<file path="src/rtl/opl3_pkg.sv">
// Shared types and slot/operator helpers for the per-sample channel sequencer.
// Latency: none; every helper here is pure combinational decode.
// Backpressure: none; the helpers carry no state.
package opl3_pkg;

    localparam int NUM_SEQ_SLOTS     = 24;
    localparam int OP_SLOT_IDX_WIDTH = 2;
    localparam int SEQ_SLOT_W        = 5;

    typedef enum logic [1:0] {
        ST_IDLE  = 2'd0,
        ST_DESC  = 2'd1,
        ST_READ  = 2'd2,
        ST_DRAIN = 2'd3
    } seq_state_e;

    typedef struct packed {
        logic       bank;
        logic [3:0] channel;
        logic       four_op;
    } seq_slot_t;

    typedef struct packed {
        logic                         valid;
        logic [OP_SLOT_IDX_WIDTH-1:0] idx;
        logic                         last;
        logic                         done;
    } seq_tag_t;

    // Slots 0..17 are the 2-op pass (bank0 ch0..8, bank1 ch0..8),
    // slots 18..23 the 4-op pass (bank0 pair0..2, bank1 pair0..2).
    // Subtraction is done mod 16 on the low nibble; the result always fits.
    function automatic seq_slot_t slot_decode(input logic [SEQ_SLOT_W-1:0] s);
        seq_slot_t r;
        r.four_op = (s >= 5'd18);
        if (s >= 5'd21) begin
            r.bank    = 1'b1;
            r.channel = s[3:0] - 4'd5;
        end else if (s >= 5'd18) begin
            r.bank    = 1'b0;
            r.channel = s[3:0] - 4'd2;
        end else if (s >= 5'd9) begin
            r.bank    = 1'b1;
            r.channel = s[3:0] - 4'd9;
        end else begin
            r.bank    = 1'b0;
            r.channel = s[3:0];
        end
        return r;
    endfunction

    // A 2-op channel belonging to an enabled 4-op pair is skipped; a 4-op
    // pair is skipped unless enabled. Channels 6..8 never pair up.
    function automatic logic slot_skipped(input seq_slot_t sl, input logic [5:0] sel);
        logic [1:0] pair;
        logic [2:0] k;
        logic       hit;
        if (sl.channel < 4'd3) begin
            pair = sl.channel[1:0];
        end else if (sl.channel < 4'd6) begin
            pair = 2'(sl.channel - 4'd3);
        end else begin
            pair = 2'd0;
        end
        k   = sl.bank ? (3'(pair) + 3'd3) : 3'(pair);
        hit = sel[k];
        if (sl.four_op) begin
            return !hit;
        end
        return (sl.channel < 4'd6) ? hit : 1'b0;
    endfunction

    // Operator index inside the bank for read number idx of a slot.
    function automatic logic [4:0] op_num_for(input seq_slot_t sl, input logic [1:0] idx);
        logic [4:0] c;
        logic [4:0] base;
        logic [4:0] off;
        c = {1'b0, sl.channel};
        case (idx)
            2'd0:    off = 5'd0;
            2'd1:    off = 5'd3;
            2'd2:    off = 5'd6;
            default: off = 5'd9;
        endcase
        if (sl.four_op || c < 5'd3) begin
            base = c;
        end else if (c < 5'd6) begin
            base = c + 5'd3;
        end else begin
            base = c + 5'd6;
        end
        return base + off;
    endfunction

endpackage

</file>
<file path="src/rtl/seq_tag_delay.sv">
// Delays read tags {valid, idx, last, done} to line up with operator-memory data.
// Latency: exactly LATENCY cycles from tag_in to tag_out.
// Backpressure: none; flush empties every stage on the next edge.
module seq_tag_delay
    import opl3_pkg::*;
#(
    parameter int LATENCY = 1
) (
    input  logic     clk,
    input  logic     reset_n,
    input  logic     flush,
    input  seq_tag_t tag_in,
    output seq_tag_t tag_out
);

    seq_tag_t tag_q [LATENCY];
    seq_tag_t tag_d [LATENCY];

    // Shift one stage per cycle; a flush replaces everything with empty tags
    always_comb begin
        tag_d[0] = tag_in;
        for (int i = 1; i < LATENCY; i++) begin
            tag_d[i] = tag_q[i-1];
        end
        if (flush) begin
            for (int i = 0; i < LATENCY; i++) begin
                tag_d[i] = '0;
            end
        end
    end

    // Stage registers, cleared by synchronous reset
    always_ff @(posedge clk) begin
        if (!reset_n) begin
            for (int i = 0; i < LATENCY; i++) begin
                tag_q[i] <= '0;
            end
        end else begin
            for (int i = 0; i < LATENCY; i++) begin
                tag_q[i] <= tag_d[i];
            end
        end
    end

    assign tag_out = tag_q[LATENCY-1];

endmodule

</file>
<file path="src/rtl/channel_sequencer.sv">
// Walks audible 2-op/4-op channels, issuing a descriptor then an operator-memory read burst each.
// Latency: descriptor 1 cycle after ops_done_pulse; 3/5 cycles per 2-op/4-op channel; data tags +MEM_LATENCY.
// Backpressure: descriptor held until ch_ready; reads never stall. CHANNEL_SEQ_STATS_EN adds cycle/stall counters.
module channel_sequencer
    import opl3_pkg::*;
#(
    parameter int NUM_BANKS              = 2,
    parameter int NUM_CHANNELS_PER_BANK  = 9,
    parameter int NUM_OPERATORS_PER_BANK = 18,
    parameter int MEM_LATENCY            = 1
) (
    input  logic                                      clk,
    input  logic                                      reset_n,
    input  logic                                      sample_clk_en,
    input  logic                                      ops_done_pulse,
    input  logic [5:0]                                connection_sel,
    input  logic                                      is_new,
    output logic                                      ch_valid,
    input  logic                                      ch_ready,
    output logic [$clog2(NUM_BANKS)-1:0]              ch_bank,
    output logic [$clog2(NUM_CHANNELS_PER_BANK)-1:0]  ch_num,
    output logic                                      ch_four_op,
    output logic                                      op_rd,
    output logic [$clog2(NUM_BANKS)-1:0]              op_rd_bank,
    output logic [$clog2(NUM_OPERATORS_PER_BANK)-1:0] op_rd_op_num,
    output logic                                      op_data_valid,
    output logic [OP_SLOT_IDX_WIDTH-1:0]              op_data_idx,
    output logic                                      op_data_last,
    output logic                                      seq_done,
    output logic                                      busy,
    output logic                                      overrun
`ifdef CHANNEL_SEQ_STATS_EN
    ,
    output logic [7:0]                                seq_cycles,
    output logic [7:0]                                stall_cycles
`endif
);

    seq_state_e state_q, state_d;
    logic [SEQ_SLOT_W-1:0] slot_q, slot_d;
    logic [1:0]            idx_q, idx_d;
    logic [1:0]            drain_q, drain_d;
    logic [5:0]            eff_sel_q, eff_sel_d;
    logic                  overrun_q, overrun_d;

    seq_slot_t             cur;
    logic                  last_rd;
    logic [5:0]            scan_sel;
    logic [SEQ_SLOT_W-1:0] scan_start;
    logic                  nxt_found;
    logic [SEQ_SLOT_W-1:0] nxt_slot;
    logic                  accept;
    seq_tag_t              tag_in, tag_out;

    assign cur     = slot_decode(slot_q);
    assign last_rd = (state_q == ST_READ) && (idx_q == (cur.four_op ? 2'd3 : 2'd1));
    assign accept  = (state_q == ST_IDLE) && ops_done_pulse && !sample_clk_en;

    // Priority-encode the next unskipped slot; in IDLE use the live selection being snapshotted
    always_comb begin
        scan_sel   = (state_q == ST_IDLE) ? (is_new ? connection_sel : 6'd0) : eff_sel_q;
        scan_start = (state_q == ST_IDLE) ? '0 : slot_q + 5'd1;
        nxt_found  = 1'b0;
        nxt_slot   = '0;
        for (int s = NUM_SEQ_SLOTS - 1; s >= 0; s--) begin
            if (5'(s) >= scan_start && !slot_skipped(slot_decode(5'(s)), scan_sel)) begin
                nxt_found = 1'b1;
                nxt_slot  = 5'(s);
            end
        end
    end

    // State register
    always_ff @(posedge clk) begin
        if (!reset_n) begin
            state_q <= ST_IDLE;
        end else begin
            state_q <= state_d;
        end
    end

    // Next-state and sequencing registers; sample_clk_en aborts from any state
    always_comb begin
        state_d   = state_q;
        slot_d    = slot_q;
        idx_d     = idx_q;
        drain_d   = drain_q;
        eff_sel_d = eff_sel_q;
        overrun_d = sample_clk_en && busy;
        if (sample_clk_en) begin
            state_d = ST_IDLE;
            idx_d   = 2'd0;
            drain_d = 2'd0;
        end else begin
            case (state_q)
                ST_IDLE: begin
                    if (ops_done_pulse) begin
                        eff_sel_d = scan_sel;
                        drain_d   = 2'd0;
                        if (nxt_found) begin
                            state_d = ST_DESC;
                            slot_d  = nxt_slot;
                        end else begin
                            state_d = ST_DRAIN;
                        end
                    end
                end
                ST_DESC: begin
                    if (ch_ready) begin
                        state_d = ST_READ;
                        idx_d   = 2'd0;
                    end
                end
                ST_READ: begin
                    idx_d = idx_q + 2'd1;
                    if (last_rd) begin
                        if (nxt_found) begin
                            state_d = ST_DESC;
                            slot_d  = nxt_slot;
                        end else begin
                            state_d = ST_DRAIN;
                            drain_d = 2'd0;
                        end
                    end
                end
                ST_DRAIN: begin
                    if (drain_q == 2'(MEM_LATENCY - 1)) begin
                        state_d = ST_IDLE;
                    end else begin
                        drain_d = drain_q + 2'd1;
                    end
                end
                default: state_d = ST_IDLE;
            endcase
        end
    end

    // Datapath registers for the current walk
    always_ff @(posedge clk) begin
        if (!reset_n) begin
            slot_q    <= '0;
            idx_q     <= 2'd0;
            drain_q   <= 2'd0;
            eff_sel_q <= 6'd0;
            overrun_q <= 1'b0;
        end else begin
            slot_q    <= slot_d;
            idx_q     <= idx_d;
            drain_q   <= drain_d;
            eff_sel_q <= eff_sel_d;
            overrun_q <= overrun_d;
        end
    end

    // Moore outputs decoded from state; fields are zero when not presented
    always_comb begin
        ch_valid     = 1'b0;
        ch_bank      = '0;
        ch_num       = '0;
        ch_four_op   = 1'b0;
        op_rd        = 1'b0;
        op_rd_bank   = '0;
        op_rd_op_num = '0;
        busy         = (state_q != ST_IDLE);
        case (state_q)
            ST_DESC: begin
                ch_valid   = 1'b1;
                ch_bank    = cur.bank;
                ch_num     = cur.channel;
                ch_four_op = cur.four_op;
            end
            ST_READ: begin
                op_rd        = 1'b1;
                op_rd_bank   = cur.bank;
                op_rd_op_num = op_num_for(cur, idx_q);
            end
            default: ;
        endcase
    end

    // Tag launched with each read; done marks the final read, or the accept of an empty walk
    always_comb begin
        tag_in       = '0;
        tag_in.valid = op_rd;
        tag_in.idx   = idx_q;
        tag_in.last  = last_rd;
        tag_in.done  = (last_rd && !nxt_found) || (accept && !nxt_found);
    end

    seq_tag_delay #(
        .LATENCY (MEM_LATENCY)
    ) u_tag_delay (
        .clk     (clk),
        .reset_n (reset_n),
        .flush   (sample_clk_en),
        .tag_in  (tag_in),
        .tag_out (tag_out)
    );

    assign op_data_valid = tag_out.valid;
    assign op_data_idx   = tag_out.idx;
    assign op_data_last  = tag_out.last;
    assign seq_done      = tag_out.done;
    assign overrun       = overrun_q;

`ifdef CHANNEL_SEQ_STATS_EN
    logic [7:0] run_cnt_q, run_cnt_d;
    logic [7:0] seq_cycles_q, seq_cycles_d;
    logic [7:0] stall_q, stall_d;

    // Saturating sequence-length and descriptor-stall counters
    always_comb begin
        run_cnt_d    = run_cnt_q;
        seq_cycles_d = seq_cycles_q;
        stall_d      = stall_q;
        if (accept) begin
            run_cnt_d = 8'd1;
        end else if (busy && run_cnt_q != 8'hFF) begin
            run_cnt_d = run_cnt_q + 8'd1;
        end
        if (seq_done) begin
            seq_cycles_d = run_cnt_q;
        end
        if (state_q == ST_DESC && !ch_ready && stall_q != 8'hFF) begin
            stall_d = stall_q + 8'd1;
        end
    end

    // Statistics registers
    always_ff @(posedge clk) begin
        if (!reset_n) begin
            run_cnt_q    <= 8'd0;
            seq_cycles_q <= 8'd0;
            stall_q      <= 8'd0;
        end else begin
            run_cnt_q    <= run_cnt_d;
            seq_cycles_q <= seq_cycles_d;
            stall_q      <= stall_d;
        end
    end

    assign seq_cycles   = seq_cycles_q;
    assign stall_cycles = stall_q;
`endif

endmodule

</file>
<file path="config.mk">
export PLATFORM = sky130hd
export DESIGN_NAME = channel_sequencer
export DESIGN_NICKNAME = d
export VERILOG_FILES = /design/src/rtl/opl3_pkg.sv /design/src/rtl/seq_tag_delay.sv /design/src/rtl/channel_sequencer.sv
export SDC_FILE = /design/constraint.sdc
export NUM_CORES = 1
export LEC_CHECK = 0
export CORE_ASPECT_RATIO = 2
export CORE_MARGIN = 2
export CORE_UTILIZATION = 38
export DETAILED_ROUTE_END_ITERATION = 6
export GPL_TIMING_DRIVEN = 0
export PLACE_DENSITY_LB_ADDON = 0.08
export SYNTH_ARGS = -nofsm -noshare
export SYNTH_HDL_FRONTEND = slang
export SYNTH_HIERARCHICAL = 1
export SYNTH_SLANG_ARGS = --single-unit
export TNS_END_PERCENT = 50
</file>
<file path="constraint.sdc">
create_clock -name clk -period 5.4 [get_ports clk]
set_input_delay 1.08 -clock clk [delete_from_list [all_inputs] [get_ports clk]]
set_output_delay 1.08 -clock clk [all_outputs]
set_load 0.05 [all_outputs]
</file>
==> impl_metrics.json <==
{
  "status": "completed",
  "critical_path_buf_inv_count": 5,
  "crit_chain": "clkinvlp_4, buf_4, ha_2, a21boi_4, a21oi_1, nor2_1, a311o_1, a31o_1, buf_6, inv_1, ha_1, or2_2, a21oi_2, a2bb2oi_2, ha_4, a21o_1, a21oi_2, xnor2_1, nor2_1, buf_6",
  "synthFlopType": "dfxtp_1",
  "drtIter0Drc": 140,
  "antenna_cells": 0,
  "synth_mux_area_frac": 0.00826,
  "cts_buffers": 3,
  "grt_pass1_wl_um": 13500,
  "pin_count": 33,
  "final_nets": 421,
  "drive_gt1_frac": 0.189,
  "grt_usage": 0.229,
  "htreeDepth": 1,
  "dp_hpwl_um": 6490,
  "ys_seq_area_frac": 0.179,
  "criticalPathCategory": "flop to output port",
  "path_clk_slew_ns": 0.07,
  "synthCells": 343,
  "yosys-top-cells-area": "dfxtp_1 (18%), ha_1 (10%), nor2_1 (5.4%), nand2_1 (4.5%), o21ai_0 (4.1%)",
  "startpoint_type": "flop",
  "setup_viol": 0,
  "vias": 2836,
  "antenna_left": 0,
  "cp_top_family": "compound AO/OA/AOI/OAI gates",
  "coreArea_mm2": 0.00657,
  "die_x_um": 62.2,
  "synth_xor_xnor_area_share": 0.0374,
  "cts.sinks": 23,
  "place.gp.congestion": 0.957,
  "clkLatencyLatePin_ns": 0.26,
  "dp_slack_ns": -0.802,
  "post-route-period-util": 0.969,
  "drv_cap": 0,
  "p_leak_nw": 1.40,
  "viasPerCell": 5.98,
  "reg2regPathDepth": 10,
  "dieArea_mm2": 0.00749,
  "cp-end-kind": "output port",
  "finalWirelength_um": 8530,
  "synth_cell_types": 72,
  "fin_area_mm2": 0.00329,
  "max_freq_ghz": 0.191,
  "fp.dieH_um": 120,
  "slew_violations": 0,
  "whs_ns": 0.463,
  "synthesis.area_mm2": 0.00257,
  "grt_max_degree": 14,
  "async_flop_share": 0,
  "dp.cells": 462,
  "area_delta_synth_final_pct": 28.0,
  "cts_max_path_buffers": 2,
  "synth_compound_area_frac": 0.377,
  "fin_ws_ns": 0.165,
  "setup_tns_ns": 0,
  "synth.top_cell.area_share": 0.179,
  "hold_path_depth": 2,
  "cts_root_buf": "clkbuf_16",
  "routedWlPerCell_um": 18.0,
  "n_fill_cell": 686,
  "cp.depth": 20,
  "cp_slowest_stage_delay_ns": 0.40,
  "max-slew-margin-rel": 0.484,
  "rows": 42,
  "power.density_mw_per_mm2": 142,
  "syn_avg_cell_area_um2": 7.50,
  "synth_edf_count": 0,
  "seqCellArea_um2": 472,
  "drc_errors": 0,
  "syn_nets": 377,
  "yosysTopAreaCell": "dfxtp_1",
  "ys_top_cells_by_count": "nor2_1 (37), nand2_1 (31), dfxtp_1 (23), inv_1 (23)",
  "post_dp_cell_area_mm2": 0.00299,
  "stdcell_count": 474,
  "synth-warning-count": 6,
  "vdd_drop_max_uv": 112,
  "arrival_ns": 4.16,
  "cp_max_fo": 6,
  "synth_top_family_by_area": "compound AO/OA/AOI/OAI gates",
  "multi_input_area_mm2": 0.00205,
  "firstDrtPassIters": 5,
  "crit_required_ns": 4.32,
  "critPathSlowestCell": "dfxtp_4",
  "io_buffers": 31,
  "synth_most_common_cell": "nor2_1",
  "period_needed_ns": 5.24,
  "overflow": 0,
  "yosys.area_share.simple": 0.217,
  "synthAdderAreaFrac": 0.114,
  "start_util": 0.392,
  "hold_path.class": "flop to flop",
  "yosys_register_bits": 23,
  "cts_tree": "built",
  "final_hold_viol_count": 0,
  "grt_pass1_vias": 2824,
  "antenna_found_initial": 0,
  "skew_ns": 0.00396,
  "worst_slew_pin_slew_ns": 0.764
}
## repair_timing
| action | 4_1_cts | 5_1_grt |
|---|---|---|
| resized for setup | 24 | 30 |
| cloned | 0 | 0 |
| buffers inserted | 2 | 8 |
| hold buffers | 0 | 0 |
| endpoints found under the hold margin | 0 | 0 |
| setup endpoints to repair | 5 | 5 |
| pin swaps | 3 | 8 |
## metal layers
| layer | routed length [µm] | part of all wire | track usage | vias to the layer above |
|---|---|---|---|---|
| met5 | 0 | 0 | 0 | - |
| met1 | 2890 | 0.34 | 0.204 | 1337 |
| met2 | 4830 | 0.57 | 0.462 | 109 |
| li1 | - | - | - | 1349 |
| met4 | 522 | 0.061 | 0.171 | 0 |
| met3 | 288 | 0.034 | 0.0195 | 41 |
## power by group
group | leakage, nW | internal (W) | switching [W] | total (W)
logic | 1.17 | 0.0000460 | 0.0000724 | 0.000118
clock network | 0.0409 | 0.000100 | 0.0000691 | 0.000169
registers | 0.189 | 0.000173 | 0.00000628 | 0.000180
total | 1.40 | 0.000320 | 0.000148 | 0.000467
## registers in the layout, summed over array words and instances (netlist names)
register and cells:
overrun 1, state_q 2, slot_q 5, drain_q 2
idx_q 2, eff_sel_q 6, u_tag_delay/tag_q 5
## cells in the final DEF (no fill, tap or decap), drive strengths merged, types with 3 or more instances in the layout
master / n
nor2: 38
nand2: 31
clkdlybuf4s50: 27
dfxtp: 23
o21ai: 22
inv: 21
ha: 21
a21oi: 21
buf: 21
a31oi: 13
a21o: 10
clkbuf: 9
o21a: 8
nand3: 7
o211a: 7
nand2b: 7
a211oi: 6
o22ai: 5
and3b: 5
nor3: 5
and3: 5
xnor2: 5
and2: 4
o211ai: 4
or2: 4
a21boi: 4
a31o: 4
a211o: 3
a32o: 3
xor2: 3
a22oi: 3
## worst register-to-register path: stages (launching register included)
cell        delay, ns
dfxtp_4          0.39
buf_12           0.15
clkinvlp_4       0.09
buf_4            0.15
ha_1             0.37
buf_1            0.41
nor2_1           0.24
o311ai_0         0.70
o221ai_1         0.27
o211ai_1         0.25
a31o_1           0.16
## final cells by class
class                   count  share of cell area
multi-input cells         279               0.621
well taps                  88              0.0334
clock buffers               3              0.0228
clock inverters             1             0.00152
plain buffers              15              0.0289
inverters                  24              0.0296
repair buffers             41               0.120
flip-flops and latches     23               0.143
## worst paths after layout
kind,from,endpoint,slack (ns)
worst max-delay path,slot_q[1]$_SDFFE_PN0P_,op_rd_op_num[4],0.16
worst min-delay path,drain_q[1]$_SDFFE_PP0P_,drain_q[1]$_SDFFE_PP0P_,0.46
worst max register to register,slot_q[0]$_SDFFE_PN0P_,slot_q[0]$_SDFFE_PN0P_,2.18
worst min register to register,drain_q[1]$_SDFFE_PP0P_,drain_q[1]$_SDFFE_PP0P_,0.46
## cell families (layout without fill, tap and decap cells)
group	after synthesis	in the layout
flops	23	23
fa+ha+maj	23	23
buf+inv	41	84
xor+xnor	8	8
compound gates	132	132
simple gates	114	114
mux	2	2
## per-stage QoR
step / power (W) / utilization
CTS: 0.000464 / 0.476
global route: 0.000486 / 0.502
detailed placement: 0.000294 / 0.456
finish: 0.000467 / 0.502
global placement: 0.000293 / 0.456
floorplan: 0.000257 / -
Note: power is estimated with default switching activity, not from simulation.
